===== src/rtl/rs_pkg.sv =====
`default_nettype none
// ============================================================================
// Package     : rs_pkg
// Description : Shared helpers and types for the relay-station link (head/tail).
// Revision    : 1.0 - initial release
// ============================================================================
package rs_pkg;

   // Ceiling log2; returns at least 1 so a width derived from it is never zero.
   function automatic int rs_clog2(input int value);
      int result;
      result = 0;
      while ((1 << result) < value) begin
         result = result + 1;
      end
      if (result == 0) begin
         result = 1;
      end
      return result;
   endfunction

   // Words still in flight after full_n falls: forward stages, reverse stages, plus the credit register.
   function automatic int rs_grace(input int body_level);
      return 2 * body_level + 1;
   endfunction

   typedef struct packed {
      logic valid;
      logic credit;
   } rs_link_t;

endpackage
`default_nettype wire


===== src/rtl/rs_tail_fifo_mem.sv =====
`default_nettype none
// ============================================================================
// Module      : rs_tail_fifo_mem
// Description : Show-ahead buffer for the relay-station tail; register array,
//               wrap-compare pointers, occupancy count, registered head word.
// Revision    : 1.0 - initial release
// ============================================================================
module rs_tail_fifo_mem
   import rs_pkg::*;
#(
   parameter int DATA_WIDTH = 32,
   parameter int DEPTH      = 8,
   parameter int CW         = rs_clog2(DEPTH + 1)
) (
   input  logic                  clk,
   input  logic                  rst_n,
   input  logic                  wr_en,
   input  logic [DATA_WIDTH-1:0] wr_data,
   input  logic                  rd_en,
   output logic [DATA_WIDTH-1:0] dout,
   output logic                  empty_n,
`ifdef RS_TAIL_OVF_CHECK_EN
   output logic                  wr_drop,
`endif
   output logic [CW-1:0]         count_next
);

   localparam int PW = rs_clog2(DEPTH);
   localparam logic [CW-1:0] c_depth    = CW'(DEPTH);
   localparam logic [CW-1:0] c_one      = CW'(1);
   localparam logic [PW-1:0] c_last_ptr = PW'(DEPTH - 1);

   logic [DATA_WIDTH-1:0] r_mem [DEPTH];
   logic [PW-1:0]         r_wr_ptr;
   logic [PW-1:0]         r_rd_ptr;
   logic [CW-1:0]         r_count;
   logic [DATA_WIDTH-1:0] r_dout;
   logic                  r_empty_n;

   logic                  w_pop;
   logic                  w_push;
   logic [PW-1:0]         w_wr_next;
   logic [PW-1:0]         w_rd_next;
   logic [CW-1:0]         w_count_next;
   logic [DATA_WIDTH-1:0] w_head_next;

   function automatic logic [PW-1:0] ptr_inc(input logic [PW-1:0] p);
      return (p == c_last_ptr) ? '0 : p + 1'b1;
   endfunction

   assign w_pop     = rd_en & (r_count != '0);
   assign w_push    = wr_en & ((r_count != c_depth) | w_pop);
   assign w_wr_next = ptr_inc(r_wr_ptr);
   assign w_rd_next = ptr_inc(r_rd_ptr);

   always_comb begin
      w_count_next = r_count;
      case ({w_push, w_pop})
         2'b10:   w_count_next = r_count + c_one;
         2'b01:   w_count_next = r_count - c_one;
         default: w_count_next = r_count;
      endcase
   end

   // Head word for next cycle: an arriving word only becomes head when the queue drains to it.
   always_comb begin
      w_head_next = r_dout;
      if (w_push && ((r_count == '0) || (w_pop && (r_count == c_one)))) begin
         w_head_next = wr_data;
      end else if (w_pop && (r_count > c_one)) begin
         w_head_next = r_mem[w_rd_next];
      end
   end

   always_ff @(posedge clk) begin
      if (w_push) begin
         r_mem[r_wr_ptr] <= wr_data;
      end
   end

   always_ff @(posedge clk or negedge rst_n) begin
      if (!rst_n) begin
         r_wr_ptr  <= '0;
         r_rd_ptr  <= '0;
         r_count   <= '0;
         r_dout    <= '0;
         r_empty_n <= 1'b0;
      end else begin
         if (w_push) begin
            r_wr_ptr <= w_wr_next;
         end
         if (w_pop) begin
            r_rd_ptr <= w_rd_next;
         end
         r_count   <= w_count_next;
         r_dout    <= w_head_next;
         r_empty_n <= (w_count_next != '0);
      end
   end

   assign dout       = r_dout;
   assign empty_n    = r_empty_n;
   assign count_next = w_count_next;
`ifdef RS_TAIL_OVF_CHECK_EN
   assign wr_drop    = wr_en & ~w_push;
`endif

endmodule
`default_nettype wire


===== src/rtl/rs_pipeline_tail_rx.sv =====
`default_nettype none
// ============================================================================
// Module      : rs_pipeline_tail_rx
// Description : Tail of a pipelined relay-station link; absorbs in-flight words,
//               returns a registered full_n credit. Optional overflow flag via
//               macro RS_TAIL_OVF_CHECK_EN.
// Revision    : 1.0 - initial release
// ============================================================================
module rs_pipeline_tail_rx
   import rs_pkg::*;
#(
   parameter int DATA_WIDTH = 32,
   parameter int BODY_LEVEL = 2,
   parameter int DEPTH      = 8
) (
   input  logic                  clk,
   input  logic                  rst_n,
   input  logic                  in_valid,
   input  logic [DATA_WIDTH-1:0] in_data,
   output logic                  full_n,
   output logic [DATA_WIDTH-1:0] if_dout,
   output logic                  if_empty_n,
   input  logic                  if_read,
   output logic                  ovf_err
);

   localparam int GRACE = rs_grace(BODY_LEVEL);
   localparam int CW    = rs_clog2(DEPTH + 1);
   localparam logic [CW-1:0] c_credit_thresh = CW'(DEPTH - GRACE - 1);

   generate
      if (DEPTH < GRACE + 1) begin : g_bad_depth
         $error("rs_pipeline_tail_rx: DEPTH must be at least 2*BODY_LEVEL+2");
      end
   endgenerate

   logic [CW-1:0] w_count_next;
   logic          r_full_n;
`ifdef RS_TAIL_OVF_CHECK_EN
   logic          w_drop;
   logic          r_ovf_err;
`endif

   rs_tail_fifo_mem #(
      .DATA_WIDTH (DATA_WIDTH),
      .DEPTH      (DEPTH),
      .CW         (CW)
   ) u_fifo (
      .clk        (clk),
      .rst_n      (rst_n),
      .wr_en      (in_valid),
      .wr_data    (in_data),
      .rd_en      (if_read),
      .dout       (if_dout),
      .empty_n    (if_empty_n),
`ifdef RS_TAIL_OVF_CHECK_EN
      .wr_drop    (w_drop),
`endif
      .count_next (w_count_next)
   );

   // Credit leaves room for every word that can still be in flight once it falls.
   always_ff @(posedge clk or negedge rst_n) begin
      if (!rst_n) begin
         r_full_n <= 1'b0;
      end else begin
         r_full_n <= (w_count_next <= c_credit_thresh);
      end
   end

   assign full_n = r_full_n;

`ifdef RS_TAIL_OVF_CHECK_EN
   always_ff @(posedge clk or negedge rst_n) begin
      if (!rst_n) begin
         r_ovf_err <= 1'b0;
      end else if (w_drop) begin
         r_ovf_err <= 1'b1;
      end
   end

   assign ovf_err = r_ovf_err;

`ifndef SYNTHESIS
   always @(posedge clk) begin
      if (rst_n) begin
         assert (!w_drop)
            else $warning("rs_pipeline_tail_rx: write dropped on full buffer");
      end
   end
`endif
`else
   assign ovf_err = 1'b0;
`endif

endmodule
`default_nettype wire


===== config.mk =====
export PLATFORM = sky130hd
export DESIGN_NAME = rs_pipeline_tail_rx
export DESIGN_NICKNAME = d
export VERILOG_FILES = /design/src/rtl/rs_pkg.sv /design/src/rtl/rs_tail_fifo_mem.sv /design/src/rtl/rs_pipeline_tail_rx.sv
export SDC_FILE = /design/constraint.sdc
export NUM_CORES = 1
export LEC_CHECK = 0
export CAP_MARGIN = 20
export CORE_MARGIN = 5
export CORE_UTILIZATION = 55
export DETAILED_ROUTE_END_ITERATION = 10
export GPL_TIMING_DRIVEN = 0
export PLACE_DENSITY = 0.85
export SYNTH_ARGS = -nofsm -noshare
export SYNTH_HDL_FRONTEND = slang
export SYNTH_SLANG_ARGS = --single-unit
export TNS_END_PERCENT = 10

===== constraint.sdc =====
create_clock -name clk -period 5.2 [get_ports clk]
set_input_delay 1.04 -clock clk [delete_from_list [all_inputs] [get_ports clk]]
set_output_delay 1.04 -clock clk [all_outputs]
set_load 0.03 [all_outputs]

==> metrics.md <==
| Metric | Value |
|---|---|
| Status | finished clean |
| Routed vias/inst | 6.20 |
| Worst path cell trace | clkdlybuf4s50_1 -> buf_6 -> nand2b_1 -> o21ai_0 -> inv_1 -> nand2_1 -> nor3_2 -> buf_6 -> buf_6 |
| Share of cells above drive strength 1 | 8.73% |
| Commonest non-fill, non-tap cell in the layout | nand2_1 |
| Area leader, netlist | edfxtp_1 |
| Crit path arrival time | roughly 3.7 ns |
| Initial DRC Count | 1076 |
| Fmax | 0.290 GHz |
| Sequential share of the synthesized area | 74.7% |
| Final setup fails | 0 |
| WL per Instance | 23.5 um |
| CTS H-tree depth | 1 |
| Post-CTS setup repair buffer count | 0 |
| First-pass GRT wire length | 46600 um |
| Total track usage | about a quarter |
| Most frequent cells in the layout | nand2_1 (282), edfxtp_1 (256), nand3_1 (93), clkdlybuf4s50_1 (67), clkbuf_1 (55) |
| Post-route setup TNS | 0 ns |
| GP Congestion | ~0.80 |
| Dpl cell area | 13100 sq um |
| Drt pass-1 iters | 6 |
| Most Frequent Cell on Critical Path | buf_6 |
| Largest stage delay on the critical path | 0.84 ns |
| Initial antenna violation count | 0 |
| Slew Limit Fails | 0 |
| Sink Count | 300 |
| Sw frac | 39.7% |
| Max-cap viol count | 0 |
| Post-Syn Area per Cell | 13.2 sq um |
| Psw | roughly 3.6 mW |
| Clock Latency Late Sink | 0.56 ns |
| Post-route DRC | 0 |
| Clock share of power | 24.4% |
| Fin. Hold Viols | 0 |
| Post-synthesis register bit count | 300 |
| CTS Buffer Depth | 3 |
| Area grow syn2layout | 19.7% |
| Initial core utilization | 55.9% |
| CTS tree | done |
| Skew final | 0.0119 ns |
| Global route overflow | 0 |
| R2r startpoint | u_fifo.r_count[1] |
| Reg2Reg Setup Slack | 1.89 ns |
| Dpl hpwl | 18700 um |
| Top cells by area, synth | edfxtp_1 (65%), dfrtp_1 (9.4%), nand2_1 (9.0%) |
| Post-CTS Hold Fix Bufs | 0 |
| Final wirelength | 30600 um |
| Cts bufs inserted | 30 |
| Final period utilization | 66.3% |
| CP Capture Type | flip-flop |
| CP startpoint kind | primary input |
| Worst slew pin tran | approximately 1.0 ns |
| IO Pins | 71 |
| Die ar. | roughly 24000 sq um |
| ANT nets after route | 0 |
| Critical path peak fanout | 10 |
| Type of the worst setup path | primary input to flip-flop |
| Max-slew headroom at the worst pin | 30.1% |
| Core area | 21000 sq um |
| Mapped Area | 11800 sq um |
| Netlist cell types | 44 |
| Vias in the first global route | between 8000 and 9000 |
| Die height | 156 um |
| Share of Yosys cell area claimed by the top area cell type | 65.4% |
| Post-CTS sizing | 0 |
| Core Rows | 53 |
| Nets | 1050 |
| Instance count of the mapped netlist | 894 |
| Clock root buffer master | clkbuf_16 |
| Clock transition at path regs | 0.06 ns |
| Unrepaired setup endpoints after global routing | no |
| VDD IR max | between 400 and 500 uV |
| Pin count of the biggest net entering global routing | 29 |
| Via count | 8103 |
| Required @ worst endpoint | between 5 and 6 ns |
| Int Pwr | 5.46 mW |
| Syn nets | around 940 |
| Die X | 156 um |
| Pwr dens | 644 nW/um^2 |
| Sequential share of power | a little over a third |
| Pleak | 5.02 nW |
| CP max stage cell | nor3_2 |
| R2R cell count | 9 |
| PortBufs | 68 |
| Hold crit path type | primary input to asynchronous set/reset pin |
| FF-to-FF End | u_fifo.r_mem[1][15] |
| Ant diodes | 0 |
| Yosys Warn Count | 0 |
| Final worst path period need | 3.45 ns |
| Comb power frac | 39.7% |
| Post-layout instance area | 14100 sq um |
## flip-flops by register name, indices dropped and copies added (netlist names)
register,flops
u_fifo.r_mem,256
u_fifo.dout,32
u_fifo.r_count,4
u_fifo.r_rd_ptr,3
u_fifo.r_wr_ptr,3
full_n,1
u_fifo.empty_n,1
## Yosys cell counts (all sizes together)
cell and number:
a21o 1, a21oi 2, a22oi 32, a31oi 29
and2 1, and2b 1, buf 8, clkbuf 47
conb 1, dfrtp 44, edfxtp 256, ha 7
inv 3, mux2 3, mux2i 4, mux4 4
nand2 283, nand2b 6, nand3 94, nand3b 2
nand4 29, nor2 11, nor2b 2, nor3 3
nor4b 2, o2111ai 3, o21a 1, o21ai 5
o221ai 1, o31a 1, o31ai 1, or2 2
or3 1, or3b 1, or4 1, or4b 1
xnor2 1
## per-stage QoR
stage | power (mW) | std cells | setup slack, ns | hold WS [ns] | util [%]
after CTS | 9.03 | 1306 | 1.79 | 0.467 | 67.0
after global placement | 6.60 | 1237 | -1.92 | 0.486 | 60.8
final | 9.06 | 1306 | 1.75 | 0.453 | 67.0
after floorplan | 5.36 | 894 | 0.777 | 0.484 | -
after global routing | 9.47 | 1306 | 1.58 | 0.472 | 67.0
after detailed placement | 6.80 | 1250 | 1.24 | 0.486 | 62.1
## area by class of cell
type / count / area [sq um]
Sequential cell: 300 / 8790
Fill cell: 1385 / 6940
Multi-Input combinational cell: 536 / 2780
Timing Repair Buffer: 81 / 906
Clock buffer: 41 / 822
Tap cell: 275 / 344
Buffer: 55 / 236
Clock inverter: 15 / 194
Inverter: 3 / 11.3
## worst max-delay path, delay by kind of cell
family / cells / cell delay, ns
AO/OA/AOI/OAI: 1 / 0.20
buffers and inverters: 5 / 1.30
AND/OR/NAND/NOR: 3 / 1.17
## how the worst max path moves through the flow
stage          startpoint                   to  slack [ns]  cells after the start
2_1_floorplan     if_read   u_fifo.r_mem[0][0]        0.78                      5
3_3_place_gp      if_read   u_fifo.r_mem[0][5]       -1.92                      6
3_5_place_dp      if_read   u_fifo.r_mem[1][4]        1.24                      9
4_1_cts           if_read  u_fifo.r_mem[1][19]        1.79                      9
5_1_grt           if_read  u_fifo.r_mem[1][19]        1.58                      9
6_report          if_read  u_fifo.r_mem[1][15]        1.75                      9
## metal layers
layer / GRT usage, % / routed length, um
met1: 33.8 / 11200
met2: 41.4 / 15000
met3: 4.56 / 3360
met4: 9.63 / 1100
met5: 0 / 0
## logic make-up (layout without fill, tap and decap cells)
family | Yosys count | in the layout | synth area share [%]
xor+xnor | 1 | 1 | 0.0745
compound gates | 76 | 76 | 4.50
simple gates | 440 | 440 | 16.4
other cells | 1 | 1 | 0.0319
flops | 300 | 300 | 74.7
fa+ha+maj | 7 | 7 | 0.745
buf+inv | 58 | 195 | 2.11
mux | 11 | 11 | 1.39
## power groups by stage
stage	logic [mW]	clock network (mW)	registers, mW
after detailed placement	3.52	0	3.29
after floorplan	1.84	0	3.52
after CTS	3.57	2.21	3.25
after global placement	3.30	0	3.30
after global routing	3.85	2.33	3.29
final	3.60	2.21	3.25
Note: power is estimated with default switching activity, not from simulation.
